## src/rtl/nn_bus_pkg.sv

```systemverilog
// Shared definitions for the PE array bus: default widths, broadcast tag value
// and the {tag, payload} packet layout carried between bus levels.
package nn_bus_pkg;

    localparam int NN_ADDRESS_WIDTH = 4;
    localparam int NN_BITWIDTH      = 20;

    localparam logic [NN_ADDRESS_WIDTH-1:0] NN_WILDCARD_TAG = {NN_ADDRESS_WIDTH{1'b1}};

    // Tag occupies the upper bits so a packet can be split with a plain concatenation.
    typedef struct packed {
        logic [NN_ADDRESS_WIDTH-1:0] tag;
        logic [NN_BITWIDTH-1:0]      payload;
    } nn_packet_t;

endpackage

```

## src/rtl/mc_fifo.sv

```systemverilog
// Small synchronous FIFO holding {tag, payload} packets for the multicast controller.
// Pointers carry one extra wrap bit so full and empty are told apart without a counter.
module mc_fifo #(
    parameter int DEPTH = 2,
    parameter int WIDTH = 24
) (
    input  logic             clk,
    input  logic             rstb,
    input  logic             push,
    input  logic             pop,
    input  logic [WIDTH-1:0] wdata,
    output logic [WIDTH-1:0] rdata,
    output logic             full,
    output logic             empty
);

    localparam int PW = $clog2(DEPTH);
    localparam logic [PW:0] PTR_ONE = {{PW{1'b0}}, 1'b1};

    logic [WIDTH-1:0] mem_q [DEPTH];
    logic [WIDTH-1:0] mem_d [DEPTH];
    logic [PW:0]      wr_ptr_q, wr_ptr_d;
    logic [PW:0]      rd_ptr_q, rd_ptr_d;
    logic             do_push;
    logic             do_pop;

    assign empty   = (wr_ptr_q == rd_ptr_q);
    assign full    = (wr_ptr_q[PW] != rd_ptr_q[PW]) && (wr_ptr_q[PW-1:0] == rd_ptr_q[PW-1:0]);
    assign do_push = push & ~full;
    assign do_pop  = pop & ~empty;
    assign rdata   = mem_q[rd_ptr_q[PW-1:0]];

    always_comb begin
        mem_d    = mem_q;
        wr_ptr_d = wr_ptr_q;
        rd_ptr_d = rd_ptr_q;
        if (do_push) begin
            mem_d[wr_ptr_q[PW-1:0]] = wdata;
            wr_ptr_d                = wr_ptr_q + PTR_ONE;
        end
        if (do_pop) begin
            rd_ptr_d = rd_ptr_q + PTR_ONE;
        end
    end

    always_ff @(posedge clk or negedge rstb) begin
        if (!rstb) begin
            wr_ptr_q <= '0;
            rd_ptr_q <= '0;
            for (int i = 0; i < DEPTH; i++) begin
                mem_q[i] <= '0;
            end
        end else begin
            wr_ptr_q <= wr_ptr_d;
            rd_ptr_q <= rd_ptr_d;
            mem_q    <= mem_d;
        end
    end

endmodule

```

## src/rtl/multicast_fanout_controller.sv

```systemverilog
// Multicast fan-out from one bus input to NUM_TARGETS scan-programmed targets.
// Define MC_WILDCARD_EN to make an all-ones head tag broadcast to every target.
module multicast_fanout_controller
    import nn_bus_pkg::*;
#(
    parameter int ADDRESS_WIDTH = NN_ADDRESS_WIDTH,
    parameter int BITWIDTH      = NN_BITWIDTH,
    parameter int NUM_TARGETS   = 4,
    parameter int FIFO_DEPTH    = 2,
    parameter int MISS_WIDTH    = 8
) (
    input  logic                     clk,
    input  logic                     rstb,
    input  logic                     program_en,
    input  logic [ADDRESS_WIDTH-1:0] scan_tag_in,
    output logic [ADDRESS_WIDTH-1:0] scan_tag_out,
    input  logic                     controller_enable,
    output logic                     controller_ready,
    input  logic [ADDRESS_WIDTH-1:0] tag,
    input  logic [BITWIDTH-1:0]      input_value,
    output logic [NUM_TARGETS-1:0]   target_enable,
    input  logic [NUM_TARGETS-1:0]   target_ready,
    output logic [BITWIDTH-1:0]      output_value,
    output logic [MISS_WIDTH-1:0]    miss_count
);

    localparam int PKT_WIDTH = ADDRESS_WIDTH + BITWIDTH;
    localparam logic [MISS_WIDTH-1:0] MISS_ONE = {{(MISS_WIDTH-1){1'b0}}, 1'b1};

    logic [ADDRESS_WIDTH-1:0] tag_id_q [NUM_TARGETS];
    logic [ADDRESS_WIDTH-1:0] tag_id_d [NUM_TARGETS];
    logic [NUM_TARGETS-1:0]   served_q, served_d;
    logic [MISS_WIDTH-1:0]    miss_q, miss_d;

    logic                     fifo_full;
    logic                     fifo_empty;
    logic                     push;
    logic                     pop;
    logic                     head_valid;
    logic [PKT_WIDTH-1:0]     head_pkt;
    logic [ADDRESS_WIDTH-1:0] head_tag;
    logic [BITWIDTH-1:0]      head_payload;
    logic                     wildcard_hit;
    logic [NUM_TARGETS-1:0]   match;
    logic [NUM_TARGETS-1:0]   pending;

    mc_fifo #(
        .DEPTH (FIFO_DEPTH),
        .WIDTH (PKT_WIDTH)
    ) u_fifo (
        .clk   (clk),
        .rstb  (rstb),
        .push  (push),
        .pop   (pop),
        .wdata ({tag, input_value}),
        .rdata (head_pkt),
        .full  (fifo_full),
        .empty (fifo_empty)
    );

    // Ready looks only at this cycle's full flag; a same-cycle pop frees the slot next cycle.
    assign controller_ready = rstb & ~fifo_full & ~program_en;
    assign push             = controller_enable & controller_ready;

    // Programming freezes dispatch so the FIFO and served vector hold their state.
    assign head_valid                 = ~fifo_empty & ~program_en;
    assign {head_tag, head_payload}   = head_pkt;

`ifdef MC_WILDCARD_EN
    localparam logic [ADDRESS_WIDTH-1:0] WILDCARD_TAG = {ADDRESS_WIDTH{1'b1}};
    assign wildcard_hit = (head_tag == WILDCARD_TAG);
`else
    assign wildcard_hit = 1'b0;
`endif

    always_comb begin
        match = '0;
        for (int i = 0; i < NUM_TARGETS; i++) begin
            match[i] = head_valid & (wildcard_hit | (head_tag == tag_id_q[i]));
        end
    end

    // The head retires once no matching target is still waiting to accept it.
    assign target_enable = match & ~served_q;
    assign pending       = target_enable & ~target_ready;
    assign pop           = head_valid & (pending == '0);

    assign output_value = head_valid ? head_payload : '0;
    assign scan_tag_out = tag_id_q[NUM_TARGETS-1];
    assign miss_count   = miss_q;

    always_comb begin
        tag_id_d = tag_id_q;
        if (program_en) begin
            tag_id_d[0] = scan_tag_in;
            for (int i = 1; i < NUM_TARGETS; i++) begin
                tag_id_d[i] = tag_id_q[i-1];
            end
        end
    end

    always_comb begin
        served_d = served_q;
        if (pop) begin
            served_d = '0;
        end else begin
            served_d = served_q | (target_enable & target_ready);
        end
    end

    always_comb begin
        miss_d = miss_q;
        if (pop && (match == '0) && (miss_q != {MISS_WIDTH{1'b1}})) begin
            miss_d = miss_q + MISS_ONE;
        end
    end

    always_ff @(posedge clk or negedge rstb) begin
        if (!rstb) begin
            served_q <= '0;
            miss_q   <= '0;
            for (int i = 0; i < NUM_TARGETS; i++) begin
                tag_id_q[i] <= '0;
            end
        end else begin
            served_q <= served_d;
            miss_q   <= miss_d;
            tag_id_q <= tag_id_d;
        end
    end

endmodule

```

## config.mk

```make
export PLATFORM = sky130hd
export DESIGN_NAME = multicast_fanout_controller
export DESIGN_NICKNAME = d
export VERILOG_FILES = /design/src/rtl/nn_bus_pkg.sv /design/src/rtl/mc_fifo.sv /design/src/rtl/multicast_fanout_controller.sv
export SDC_FILE = /design/constraint.sdc
export NUM_CORES = 1
export LEC_CHECK = 0
export CORE_MARGIN = 2
export CORE_UTILIZATION = 35
export DETAILED_ROUTE_END_ITERATION = 6
export HOLD_SLACK_MARGIN = 0.06
export PLACE_DENSITY = 0.69
export REMOVE_ABC_BUFFERS = 1
export SLEW_MARGIN = 20
export SYNTH_ARGS = -nofsm -noshare
export SYNTH_HDL_FRONTEND = slang
export SYNTH_SLANG_ARGS = --single-unit
```

## constraint.sdc

```tcl
create_clock -name clk -period 2.6 [get_ports clk]
set_input_delay 0.26 -clock clk [delete_from_list [all_inputs] [get_ports clk]]
set_output_delay 0.26 -clock clk [all_outputs]
set_load 0.05 [all_outputs]
```

==> qor.yml, run 1 <==
cp_data_required_time_ns: 2.34
dp_hpwl_um: 5340
hold_removal_path_class: "in -> async"
std_cell_rows: 38
origin_of_the_worst_setup_path: "u_fifo.rd_ptr_q[0]"
timing.final.setup_violations: 0
n_antenna_cell: 0
worstPathMaxFanout: 5
clock_latency_ns: 0.35
power.net_switching_mw: 2.77
port_buffers: 72
io-pin-count: 73
synth_warnings: 0
cts_htree_levels: 3
cts_buffers: 9
ys_top_cells_by_area: "sky130_fd_sc_hd__dfrtp_1 (51%), sky130_fd_sc_hd__mux2_2 (13%), sky130_fd_sc_hd__mux2_4 (7.3%), sky130_fd_sc_hd__xnor2_1 (5.8%), sky130_fd_sc_hd__mux2i_1 (5.4%)"
fin_worst_skew_ns: 0.00970
drt-vias-per-instance: 4.76
clk_root_buffer_cell: "sky130_fd_sc_hd__clkbuf_8"
share_seq_of_total_power_pct: 31.4
netSwitchingFraction_pct: 40.3
post_route_cells_drive_above_1_share_pct: 37.6
cts.sink_count: 80
cp-end-kind: "output pin"
yosys_register_bits: 80
timing.final.ws_setup_ns: 0.128
post-route-period-util_pct: 95.1
syn-instance-count: 295
p_total_mw: 6.88
p_leak_nw: 2.31
nets: 420
cts-hold-fix-buffers: 0
detail-route-antenna-nets: 0
grt_antenna_before_repair: 0
cell_internal_power_mw: 4.10
finalWorstPathRequiredPeriod_ns: 2.47
most_frequent_cells_in_the_layout: "sky130_fd_sc_hd__dfrtp_1 (79), sky130_fd_sc_hd__clkdlybuf4s50_1 (46), sky130_fd_sc_hd__mux2_2 (45)"
number_of_remaining_drc_errors: 0
grt_pass1_vias: 2573
criticalPathCategory: "reg -> out"
synth_top_area_cell: "sky130_fd_sc_hd__dfrtp_1"
finalMaxSlewViolations: 0
worst_slew_pin_slew_ns: 0.872
postSynth.topFlopCell: "sky130_fd_sc_hd__dfrtp_1"
post_synth_num_cell_types: 38
clkPwrFrac_pct: 16.7
netlist_area_before_placement_mm2: 0.00392
clock_tree_from_tritoncts: "done"
initial_utilization_pct: 36.0
cts.path.max_buffers: 2
average_wire_per_cell_in_the_routed_design_um: 14.9
syn_avg_cell_area_um2: 13.3
finalHoldViolations: 0
grt_first_pass_wirelength_um: 12900
peak_supply_drop_mv: 0.566
place_ws_ns: 0.192
drt-total-wl_um: 7870
synth_top_area_share_pct: 51.0
number_of_flops_mapped_to_enable_cells_by_yosys: 0
result_of_the_run: "finished, final reports clean"
drt_iter0_markers: 110
synth-seq-area-share_pct: 51.0
final.fill_count: 964
power.combinational.fraction_pct: 51.9
synth_async_sr_flop_share_pct: 100
drtPass1Iterations: 4
core_mm2: 0.0109
die-width_um: 110
max-slew-margin-rel_pct: 41.9
critPathArrivalTime_ns: 2.21
rsz0062_at_grt: "yes"
maximum_number_of_pins_on_one_net_before_global_route_repair: 81
clock.fmax_mhz: 405
design.die.area_mm2: 0.0121
clk_pin_slew_ns: 0.09
die_y_um: 110
route.vias.total: 2511
power_density_mw_per_mm2: 1330
place.gp.congestion: 0.783
gr-total-overflow: 0
regToRegStartpoint: "u_fifo.rd_ptr_q[0]"
worst_setup_path_start_kind: "register"
maxCapViolations: 0
flow.area_growth_from_synthesis_pct: 31.9
globalRouteTotalUtil_pct: 14.2
mostFrequentLayoutCell: "sky130_fd_sc_hd__dfrtp_1"
-- critical path: stages (launching register included) --
cell and delay, ns:
sky130_fd_sc_hd__dfrtp_2 0.49, sky130_fd_sc_hd__buf_12 0.14, sky130_fd_sc_hd__mux2i_4 0.29, sky130_fd_sc_hd__xnor2_1 0.14
sky130_fd_sc_hd__nor4_4 0.30, sky130_fd_sc_hd__nand2_1 0.20, sky130_fd_sc_hd__nor2_4 0.16, sky130_fd_sc_hd__buf_12 0.15
-- through the flow --
step,instances,util (%),hold WS [ns],area (um2),TNS [ns]
6_report,528,47.5,0.0385,5170,0
5_1_grt,528,47.5,0.0901,5170,-0.0945
4_1_cts,523,46.9,0.218,5110,0
3_5_place_dp,503,44.1,0.484,4800,0
3_3_place_gp,503,44.1,0.484,4800,0
2_1_floorplan,279,-,-0.0356,3820,-59.99
-- sequential cells by signal, indices dropped and copies added, names as in the netlist --
| signal | flops |
|---|---|
| miss_count | 8 |
| scan_tag_out | 4 |
| served_q | 4 |
| tag_id_q | 12 |
| u_fifo.mem_q | 48 |
| u_fifo.rd_ptr_q | 2 |
| u_fifo.wr_ptr_q | 2 |
-- repair_timing --
item	CTS	global route
setup buffers	4	5
cloned	0	0
pin swaps	1	4
endpoints found under the setup margin	4	4
gates resized for setup	2	5
-- kinds of logic after synthesis --
group | share of synthesized area [%]
flops | 51.0
xor+xnor | 6.22
mux | 27.9
compound gates | 2.46
fa+ha+maj | 0.319
buf+inv | 2.93
simple gates | 9.15
-- cells in the mapped netlist, types with 2 or more instances --
master,instances
sky130_fd_sc_hd__and3_1,4
sky130_fd_sc_hd__buf_1,3
sky130_fd_sc_hd__buf_2,2
sky130_fd_sc_hd__buf_4,4
sky130_fd_sc_hd__buf_6,4
sky130_fd_sc_hd__clkbuf_1,3
sky130_fd_sc_hd__dfrtp_1,80
sky130_fd_sc_hd__inv_1,2
sky130_fd_sc_hd__mux2_2,45
sky130_fd_sc_hd__mux2_4,19
sky130_fd_sc_hd__mux2i_1,21
sky130_fd_sc_hd__mux2i_4,3
sky130_fd_sc_hd__nand2_1,11
sky130_fd_sc_hd__nand3_1,5
sky130_fd_sc_hd__nand4_1,5
sky130_fd_sc_hd__nor2_1,31
sky130_fd_sc_hd__nor3_1,3
sky130_fd_sc_hd__nor4_2,3
sky130_fd_sc_hd__o21a_1,3
sky130_fd_sc_hd__xnor2_1,26
-- per-layer routing --
metal | track usage (%) | vias up | wire length, um
li1 | - | 1204 | -
met1 | 19.7 | 1244 | 3870
met2 | 21.2 | 56 | 3590
met3 | 5.04 | 7 | 336
met4 | 3.53 | 0 | 78
met5 | 0 | - | 0
-- final timing paths --
kind	end	slack (ns)	cells after the start
max in group asynchronous	u_fifo.rd_ptr_q[0]	2.02	2
min in group clk	u_fifo.wr_ptr_q[0]	0.40	5
worst max register to register	miss_count[1]	0.17	10
worst min register to register	u_fifo.rd_ptr_q[1]	0.50	1
worst max-delay path	target_enable[1]	0.13	7
worst min-delay path	miss_count[0]	0.04	2
-- final cells by class --
cell class	instances	area, um2	share of cell area, %
inverter	2	7.51	0.145
clock inverter	5	103	1.98
multi-input combinational	197	1840	35.6
tap	140	175	3.39
clock buffer	11	151	2.93
timing repair buffer	93	892	17.2
sequential	80	2000	38.7
-- power groups by stage --
| stage | Clock [mW] | Combinational [mW] | Sequential [mW] |
|---|---|---|---|
| global placement | 0 | 3.36 | 2.16 |
| floorplan | 0 | 2.28 | 2.34 |
| global route | 1.26 | 3.83 | 2.23 |
| finish | 1.15 | 3.57 | 2.16 |
| CTS | 1.19 | 3.51 | 2.16 |
| detailed placement | 0 | 3.41 | 2.18 |
Note: power is estimated with default switching activity, not from simulation.
==> inputs of run 2 (changes only) <==
- CORE_ASPECT_RATIO: default -> 1.1
- CORE_UTILIZATION: 35 -> 56
- PLACE_DENSITY: 0.69 -> 0.95
- clock period: 2.6 -> 3.1 ns (I/O delays scaled with it)
==> qor.yml, run 2 (same netlist as run 1, synthesis figures left out) <==
die-width_um: 83.8
postLayoutCellArea_mm2: 0.00492
worstPathMaxFanout: 7
setup_tns_ns: 0
crit_path_cell_trace: "mux2i_2 -> xnor2_1 -> nor4_2 -> nand2_1 -> nor2_1 -> buf_12"
dp_hpwl_um: 5500
clock_latency_ns: 0.35
mostFrequentLayoutCell: "sky130_fd_sc_hd__dfrtp_1"
fin_cells: 460
clock.fmax_mhz: 360
dpl_cell_area_mm2: 0.00469
clk_root_buffer_cell: "sky130_fd_sc_hd__clkbuf_8"
grt_met3_usage_pct: 5.94
clock_tree_from_tritoncts: "done"
hold_removal_path_class: "in -> async"
drt_iter0_markers: 140
grt_busiest_layer: "met2"
timing.critical_path.buf_inv: 1
p_total_mw: 5.53
finalMaxSlewViolations: 0
peak_supply_drop_mv: 0.782
flow.area_growth_from_synthesis_pct: 25.5
maxCapViolations: 0
cts_htree_levels: 3
postLayoutCoreUtil_pct: 71.5
critical_path.max_stage_delay_ns: 0.54
timing.final.setup_violations: 0
critPathTopFamily: "simple AND/OR/NAND/NOR gates"
die_y_um: 91.8
timing.final.ws_setup_ns: 0.321
largest_register_ff_count: 48
maximum_number_of_pins_on_one_net_before_global_route_repair: 81
port_buffers: 72
drtPass1Iterations: 4
registers.top_by_ff_count: "u_fifo.mem_q"
finalWorstPathRequiredPeriod_ns: 2.78
detail-route-antenna-nets: 0
clk_pin_slew_ns: 0.08
initial_utilization_pct: 57.0
dpl.cell_count: 444
hold-worst-slack_ns: 0.108
cts_resized: 0
max-slew-margin-rel_pct: 51.9
cts-hold-fix-buffers: 0
p_leak_nw: 2.22
cp_data_required_time_ns: 2.79
grt_antenna_before_repair: 0
regToRegEndpoint: "u_fifo.mem_q[36]"
number_of_remaining_drc_errors: 0
fin_worst_skew_ns: 0.0102
final.fill_count: 471
io-pin-count: 73
design.die.area_mm2: 0.00769
grt_util_met1_pct: 26.1
worst_slew_pin_slew_ns: 0.722
result_of_the_run: "finished, final reports clean"
post_route_cells_drive_above_1_share_pct: 34.1
cp-end-kind: "output pin"
power_density_mw_per_mm2: 1120
regToRegStartpoint: "u_fifo.rd_ptr_q[0]"
average_wire_per_cell_in_the_routed_design_um: 16.9
n_antenna_cell: 0
grt_first_pass_wirelength_um: 13200
criticalPathCategory: "reg -> out"
post_cts_buffers: 0
gr-total-overflow: 0
place_ws_ns: 0.516
route.vias.total: 2516
global_route_met2_utilization_pct: 37.9
nets: 407
grt_pass1_vias: 2789
most_frequent_cells_in_the_layout: "sky130_fd_sc_hd__dfrtp_1 (79), sky130_fd_sc_hd__clkdlybuf4s50_1 (46), sky130_fd_sc_hd__mux2_2 (45)"
cts.sink_count: 80
cp_slowest_cell: "sky130_fd_sc_hd__dfrtp_2"
drt-total-wl_um: 7780
worst_setup_path_start_kind: "register"
cts.path.max_buffers: 2
rsz0062_at_grt: "no"
post-route-period-util_pct: 89.6
rr_worst_depth: 7
core_mm2: 0.00689
globalRouteTotalUtil_pct: 22.1
cts_buffers: 9
std_cell_rows: 32
place.gp.congestion: 0.840
flop2flop_setup_slack_ns: 0.53
drt-vias-per-instance: 5.47
critPathArrivalTime_ns: 2.47
finalHoldViolations: 0
## run 2: changes by cell type in the layout (fill, tap and decap cells not counted), moves of 2 or more
cell	change
sky130_fd_sc_hd__nor2_4	-2
sky130_fd_sc_hd__buf_4	-11
sky130_fd_sc_hd__buf_12	-2
sky130_fd_sc_hd__nor2_1	+3
## run 2: worst max path at each step
stage,startpoint,endpoint,slack (ns),cells after the start
detailed placement,u_fifo.rd_ptr_q[0],u_fifo.mem_q[37],0.52,7
CTS,u_fifo.rd_ptr_q[0],target_enable[2],0.28,6
finish,u_fifo.rd_ptr_q[0],target_enable[2],0.32,6
global placement,u_fifo.rd_ptr_q[0],u_fifo.mem_q[38],0.65,7
floorplan,u_fifo.rd_ptr_q[0],u_fifo.mem_q[0],-0.62,5
global route,u_fifo.rd_ptr_q[0],target_enable[2],0.11,6
## run 2: layout make-up
cell class,instances,area [um2],area share [%]
flip-flops and latches,80,2000,40.7
multi-input cells,197,1810,36.7
repair buffers,80,769,15.6
clock buffers,12,155,3.15
well taps,85,106,2.16
clock inverters,4,76.3,1.55
inverters,2,7.51,0.152
## run 2: per-layer routing
metal	up-vias	wire [um]
met3	9	336
li1	1178	-
met5	-	0
met1	1263	3220
met2	66	4110
met4	0	117
## run 2: power by group
| group | switching (mW) | total [mW] | internal, mW | leakage, nW |
|---|---|---|---|---|
| Combinational | 1.59 | 2.84 | 1.25 | 1.14 |
| Sequential | 0.339 | 1.81 | 1.47 | 0.968 |
| Clock | 0.378 | 0.878 | 0.500 | 0.113 |
| Total | 2.31 | 5.53 | 3.23 | 2.22 |
